--- src/rtl/branch_target_predictor.sv ---
// Fully-associative branch target buffer with per-entry saturating direction counters,
// EX-stage mispredict detection and saturating hit/branch/mispredict statistics.
module branch_target_predictor #(
    parameter int ENTRIES   = 8,
    parameter int PC_BITS   = 32,
    parameter int CNT_BITS  = 2,
    parameter int STAT_BITS = 32
) (
    input  logic                 clk,
    input  logic                 rst,
    input  logic                 en,
    input  logic                 flush,
    input  logic                 lk_valid,
    input  logic [PC_BITS-1:0]   lk_pc,
    output logic                 lk_hit,
    output logic                 lk_pred_taken,
    output logic [PC_BITS-1:0]   lk_pred_pc,
    input  logic                 upd_valid,
    input  logic [PC_BITS-1:0]   upd_pc,
    input  logic                 upd_taken,
    input  logic [PC_BITS-1:0]   upd_target,
    input  logic                 upd_pred_taken,
    input  logic [PC_BITS-1:0]   upd_pred_pc,
    output logic                 mispredict,
    output logic [PC_BITS-1:0]   redirect_pc,
    output logic [STAT_BITS-1:0] hit_cnt,
    output logic [STAT_BITS-1:0] branch_cnt,
    output logic [STAT_BITS-1:0] mispredict_cnt
);

    localparam int IDX_BITS = $clog2(ENTRIES);
    localparam int TAG_BITS = PC_BITS - 2;
    localparam logic [CNT_BITS-1:0]  CNT_RESET = CNT_BITS'((2 ** (CNT_BITS - 1)) - 1);
    localparam logic [CNT_BITS-1:0]  CNT_ALLOC = CNT_BITS'(2 ** (CNT_BITS - 1));
    localparam logic [CNT_BITS-1:0]  CNT_MAX   = {CNT_BITS{1'b1}};
    localparam logic [CNT_BITS-1:0]  CNT_MIN   = {CNT_BITS{1'b0}};
    localparam logic [STAT_BITS-1:0] STAT_MAX  = {STAT_BITS{1'b1}};
    localparam logic [PC_BITS-1:0]   PC_STEP   = PC_BITS'(4);

    logic [ENTRIES-1:0]  valid_r;
    logic [TAG_BITS-1:0] tag_r    [ENTRIES];
    logic [PC_BITS-1:0]  target_r [ENTRIES];
    logic [CNT_BITS-1:0] cnt_r    [ENTRIES];
    logic [IDX_BITS-1:0] ptr_r;

    logic                lk_match_s;
    logic [IDX_BITS-1:0] lk_idx_s;
    logic                upd_match_s;
    logic [IDX_BITS-1:0] upd_idx_s;
    logic                free_found_s;
    logic [IDX_BITS-1:0] free_idx_s;
    logic [IDX_BITS-1:0] alloc_idx_s;
    logic [PC_BITS-1:0]  correct_pc_s;
    logic                unused_s;

    function automatic logic [CNT_BITS-1:0] cnt_next(input logic [CNT_BITS-1:0] cnt,
                                                     input logic taken);
        if (taken && (cnt != CNT_MAX)) begin
            cnt_next = cnt + CNT_BITS'(1);
        end else if (!taken && (cnt != CNT_MIN)) begin
            cnt_next = cnt - CNT_BITS'(1);
        end else begin
            cnt_next = cnt;
        end
    endfunction

    function automatic logic [STAT_BITS-1:0] stat_inc(input logic [STAT_BITS-1:0] val,
                                                      input logic inc);
        if (inc && (val != STAT_MAX)) begin
            stat_inc = val + STAT_BITS'(1);
        end else begin
            stat_inc = val;
        end
    endfunction

    // Byte offsets and the carried prediction bit do not influence the table.
    assign unused_s = ^{lk_pc[1:0], upd_pc[1:0], upd_pred_taken};

    // Associative search for the lookup and update ports plus free-slot selection.
    always_comb begin
        lk_match_s   = 1'b0;
        lk_idx_s     = '0;
        upd_match_s  = 1'b0;
        upd_idx_s    = '0;
        free_found_s = 1'b0;
        free_idx_s   = '0;
        for (int i = 0; i < ENTRIES; i++) begin
            if (valid_r[i] && (tag_r[i] == lk_pc[PC_BITS-1:2])) begin
                lk_match_s = 1'b1;
                lk_idx_s   = IDX_BITS'(i);
            end else begin
                lk_match_s = lk_match_s;
            end
            if (valid_r[i] && (tag_r[i] == upd_pc[PC_BITS-1:2])) begin
                upd_match_s = 1'b1;
                upd_idx_s   = IDX_BITS'(i);
            end else begin
                upd_match_s = upd_match_s;
            end
        end
        // Walk downward so the lowest-index invalid entry is the one kept.
        for (int i = ENTRIES - 1; i >= 0; i--) begin
            if (!valid_r[i]) begin
                free_found_s = 1'b1;
                free_idx_s   = IDX_BITS'(i);
            end else begin
                free_found_s = free_found_s;
            end
        end
        alloc_idx_s = free_found_s ? free_idx_s : ptr_r;
    end

    // Zero-latency prediction and EX-stage mispredict resolution.
    always_comb begin
        lk_hit        = lk_valid & lk_match_s;
        lk_pred_taken = lk_hit & cnt_r[lk_idx_s][CNT_BITS-1];
        lk_pred_pc    = lk_pred_taken ? target_r[lk_idx_s] : (lk_pc + PC_STEP);
        correct_pc_s  = upd_taken ? upd_target : (upd_pc + PC_STEP);
        mispredict    = upd_valid & (correct_pc_s != upd_pred_pc);
        redirect_pc   = correct_pc_s;
    end

    // Table state: training on match, allocation on taken miss, bulk invalidation on flush.
    always_ff @(posedge clk) begin
        if (rst) begin
            valid_r <= '0;
            ptr_r   <= '0;
            for (int i = 0; i < ENTRIES; i++) begin
                tag_r[i]    <= '0;
                target_r[i] <= '0;
                cnt_r[i]    <= CNT_RESET;
            end
        end else if (en) begin
            if (flush) begin
                valid_r <= '0;
            end else if (upd_valid) begin
                if (upd_match_s) begin
                    cnt_r[upd_idx_s] <= cnt_next(cnt_r[upd_idx_s], upd_taken);
                    if (upd_taken) begin
                        target_r[upd_idx_s] <= upd_target;
                    end
                end else if (upd_taken) begin
                    valid_r[alloc_idx_s]  <= 1'b1;
                    tag_r[alloc_idx_s]    <= upd_pc[PC_BITS-1:2];
                    target_r[alloc_idx_s] <= upd_target;
                    cnt_r[alloc_idx_s]    <= CNT_ALLOC;
                    if (!free_found_s) begin
                        ptr_r <= ptr_r + IDX_BITS'(1);
                    end
                end
            end
        end
    end

    // Saturating statistics; a flushed update still counts.
    always_ff @(posedge clk) begin
        if (rst) begin
            hit_cnt        <= '0;
            branch_cnt     <= '0;
            mispredict_cnt <= '0;
        end else if (en) begin
            hit_cnt        <= stat_inc(hit_cnt, lk_hit);
            branch_cnt     <= stat_inc(branch_cnt, upd_valid);
            mispredict_cnt <= stat_inc(mispredict_cnt, mispredict);
        end
    end

endmodule

--- config.mk ---
export PLATFORM = sky130hd
export DESIGN_NAME = branch_target_predictor
export DESIGN_NICKNAME = d
export VERILOG_FILES = /design/src/rtl/branch_target_predictor.sv
export SDC_FILE = /design/constraint.sdc
export NUM_CORES = 2
export LEC_CHECK = 0
export CAP_MARGIN = 0
export CORE_UTILIZATION = 37
export CTS_BUF_LIST = sky130_fd_sc_hd__clkbuf_16
export DETAILED_ROUTE_END_ITERATION = 8
export MAX_ROUTING_LAYER = met4
export PLACE_DENSITY = 0.65
export SYNTH_ARGS = -nofsm -noshare
export SYNTH_HDL_FRONTEND = slang
export SYNTH_SLANG_ARGS = --single-unit
--- constraint.sdc ---
create_clock -name clk -period 6.9 [get_ports clk]
set_input_delay 1.725 -clock clk [delete_from_list [all_inputs] [get_ports clk]]
set_output_delay 1.725 -clock clk [all_outputs]
set_load 0.02 [all_outputs]
==> summary.md <==
| Metric | Value |
|---|---|
| Number of vias in the routed layout | 30940 |
| Clock latency at the later pin of the worst-skew pair | 0.66 ns |
| Total power per unit cell area | 195.3 mW/mm2 |
| CTS Buf Count | 73 |
| Busiest layer in global routing | met2 |
| Pin count of the biggest net entering global routing | 64 |
| Routability-driven placement congestion ratio | 0.9874 |
| Max rail drop VDD | 0.1417 mV |
| Synthesized-area fraction occupied by and/or/nand/nor cells | 23.42% |
| Buffer depth of the longest clock path | 3 |
| Setup CP Type | in2out |
| Total Neg Setup Slack | -3.376 ns |
| Type of origin of the critical path | input pin |
| Tot Pwr | 0.009447 W |
| Met2 GRT Util | 46.86% |
| Post-synthesis to final-layout area growth | 31.96% |
| Die height | 316.8 um |
| Routed WL per cell | 27.41 um |
| Outcome | finished, violations left |
| Violation count after the first detailed-routing iteration | 3531 |
| Depth of the CTS H-tree | 3 |
| Critical path peak fanout | 8 |
| CTS tree | yes |
| Most common flop cell mapped by yosys | edfxtp_1 |
| Clock transition at the register clock pins on the worst setup and hold paths after CTS | 0.06 ns |
| Top-level I/O count | 299 |
| Synthesis Warnings | 0 |
| Compound-cell area share of the yosys netlist | 4.426% |
| Antenna violations before repair | 8 |
| Met3 track demand over resource | 5.654% |
| Async set-or-reset flop fraction in the synthesized netlist | 0% |
| Hold buffers post-CTS | 0 |
| First-pass DRT Iterations | 6 |
| Number of clock sinks | 619 |
| Post-route non-filler standard cell count | 5531 |
| Class of the tightest hold or removal check | reg2reg |
| Cell area after synthesis | 0.03666 mm2 |
| Post-route DRC | 0 |
| Number of flops mapped to enable cells by yosys | 512 |
| Share of post-route cells with drive strength above 1 | 21.54% |
| Crit path required time | 5.18 ns |
| Full die area | 0.1003 mm2 |
| Max Freq | 0.1412 GHz |
| Core ar. | 0.09828 mm2 |
| Aggregate routed wire length | 151600 um |
| Die extent in x | 316.8 um |
| Synthesized area per cell | 10.51 um2 |
| Slew of the pin with the lowest slew margin | 1.182 ns |
| Register area share after synthesis | 47.78% |
| Relative slew slack | 20.97% |
| Number of setup violations in the final report | 30 |
| Combinational family with the most area after synthesis | simple AND/OR/NAND/NOR gates |
| Adder-cell area share of the yosys netlist | 0.2730% |
| Portion of the clock cycle consumed by the worst path in the final layout | 102.6% |
| Std-Cell Rows | 115 |
| CTS Root Buffer Type | clkbuf_16 |
| Critical path endpoint category | output port |
| Antenna violation net count after detailed routing | 0 |
| Synth Area in XOR/XNOR | 14.90% |
| Total GRT Usage | 30.56% |
| Violations in the final reports | negative setup slack |
| Final Hold Violating Endpoints | 0 |
| Critical path data arrival time | 5.36 ns |
| Wire length of the first global-routing pass | 211500 um |
| Met1 routing resource usage after global routing | 39.39% |
| Final layout net count | 4331 |
| Number of buffers added on ports | 297 |
| Synth cell types | 89 |
| Initial cell density of the core | 37.30% |
| Multiplexer share of the synthesized area | 5.713% |
| Max Transition Viols Final | 0 |
| Worst-case setup margin in the final layout | -0.1826 ns |
| Net count after synthesis | 3633 |
| Post-Synthesis Cells | 3489 |
| Max-cap viol count | 0 |
| Flops & latches, synth | 619 |
| Leftover overflow at the end of global routing | 0 |
| Minimum clock period after layout | 7.083 ns |
| Half-perimeter wire length after detailed placement | 110700 um |
| Setup repair after global routing missed its margin | yes |
| Placed cells | 5367 |
| Skew final | 0.03289 ns |
| Static Leak | 18.27 nW |
| Routed via count divided by cell count | 5.594 |
| Vias in the first global route | 29380 |
==> report_power, final <==
group	switching, W	internal (W)	leakage, nW
registers	0.0000737	0.00414	6.14
clock network	0.00165	0.00219	1.18
logic	0.000812	0.000583	10.9
total	0.00253	0.00691	18.3
==> cell type report <==
cell class / instances / area [um2]
antenna: 6 / 15.01
timing repair buffer: 859 / 7944
inverter: 53 / 198.9
fill: 8979 / 49900
sequential: 619 / 17520
tap: 1287 / 1610
multi-input combinational: 2581 / 18790
clock inverter: 53 / 474.2
clock buffer: 73 / 1827
==> sequential cells by signal, indices dropped and copies added, names as in the netlist <==
name and cells:
branch_cnt 32, target_r 256, valid_r 8, ptr_r 3, tag_r 240, mispredict_cnt 32, cnt_r 16, hit_cnt 32
==> cells in the final DEF, fill, tap and decap left out, types with 45 or more instances in the layout <==
cell,count
inv_1,63
xnor2_1,434
xor2_1,145
dfxtp_1,107
o21ai_0,57
and2_1,470
clkbuf_16,73
mux2i_1,149
edfxtp_1,512
clkdlybuf4s50_1,222
nor4_1,71
nand4_1,212
buf_4,501
nor3_1,76
nand2_1,148
buf_12,56
nor2_1,182
nand3_1,99
a21oi_1,45
==> per-layer routing <==
metal	wire, um	share of wire (%)
met1	62570	41
met2	69200	46
met3	12820	8.5
met4	7013	4.6
met5	0	0
==> metrics by stage <==
stage / cell area [um2] / utilization, % / hold WS, ns / worst slack [ns]
after detailed placement: 44790 / 45.57 / 0.4956 / -1.472
after CTS: 48120 / 48.96 / 0.5075 / -0.1750
after global placement: 44790 / 45.57 / 0.4830 / -1.417
after global routing: 48370 / 49.22 / 0.5288 / -0.2469
final: 48380 / 49.23 / 0.5010 / -0.1826
after floorplan: 36660 / - / 0.4851 / 0.1706
==> critical path, cell delays in order <==
cell	delay, ns
buf_6	0.10
buf_12	0.13
xnor2_4	0.20
nand4_1	0.11
or4_4	0.58
nor4_4	0.27
buf_4	0.18
o211ai_4	0.13
a21oi_4	0.23
mux2_4	0.32
a32o_2	0.25
a32oi_4	0.23
buf_12	0.18
buf_12	0.12
buf_12	0.14
mux2i_4	0.27
buf_6	0.15
==> synthesized netlist by cell type, types with 5 or more instances <==
cell / n / area [um2]
a31oi_1: 7 / 43.79
nand2b_1: 24 / 150.1
o221ai_1: 5 / 43.79
nor4b_1: 11 / 96.34
nor4_1: 90 / 563.0
nand4_1: 212 / 1326
xor2_1: 148 / 1296
nand4b_1: 15 / 131.4
o21a_1: 9 / 67.56
buf_2: 68 / 340.3
nor2_1: 191 / 716.9
a32oi_1: 10 / 87.58
mux2i_1: 162 / 1622
clkbuf_1: 138 / 518.0
nor2b_1: 26 / 162.7
o2111ai_1: 7 / 61.31
o31ai_1: 11 / 82.58
nand3_1: 100 / 500.5
o21ai_0: 60 / 300.3
edfxtp_1: 512 / 15370
or4_1: 23 / 172.7
o211ai_1: 7 / 52.55
or2_2: 28 / 175.2
buf_4: 20 / 150.1
xnor2_1: 474 / 4151
a21oi_1: 45 / 225.2
nand2_1: 148 / 555.5
mux2_1: 13 / 146.4
and4_1: 16 / 140.1
nor3_1: 78 / 390.4
ha_1: 8 / 100.1
a22oi_1: 16 / 120.1
inv_1: 49 / 183.9
and2_1: 471 / 2947
mux2_2: 29 / 326.6
and3_1: 28 / 175.2
a221oi_1: 10 / 87.58
nand3b_1: 5 / 37.54
dfxtp_1: 107 / 2142
or3_1: 20 / 125.1
==> kinds of logic after synthesis <==
group | Yosys count
AO/OA/AOI/OAI | 238
XOR/XNOR | 623
multiplexers | 204
flip-flops | 619
adder cells (fa/ha/maj) | 8
buffers and inverters | 289
AND/OR/NAND/NOR | 1508
==> timing repair <==
| item | in CTS | in global routing |
|---|---|---|
| resized for setup | 385 | 70 |
| setup buffers | 30 | 7 |
| pin swaps | 51 | 31 |
| endpoints found under the hold margin | 0 | 0 |
| setup endpoints to repair | 34 | 34 |
| cloned | 2 | 0 |
==> worst paths after layout <==
| check | startpoint | to | slack, ns | depth (start not counted) |
|---|---|---|---|---|
| setup / recovery | lk_pc[27] | lk_pred_pc[17] | -0.18 | 17 |
| hold / removal | branch_cnt[26] | branch_cnt[26] | 0.50 | 2 |
| setup reg to reg | tag_r[3][22] | cnt_r[0][1] | 2.57 | 15 |
| hold reg to reg | branch_cnt[26] | branch_cnt[26] | 0.50 | 2 |
No activity file was read; power rests on OpenSTA's default activity.
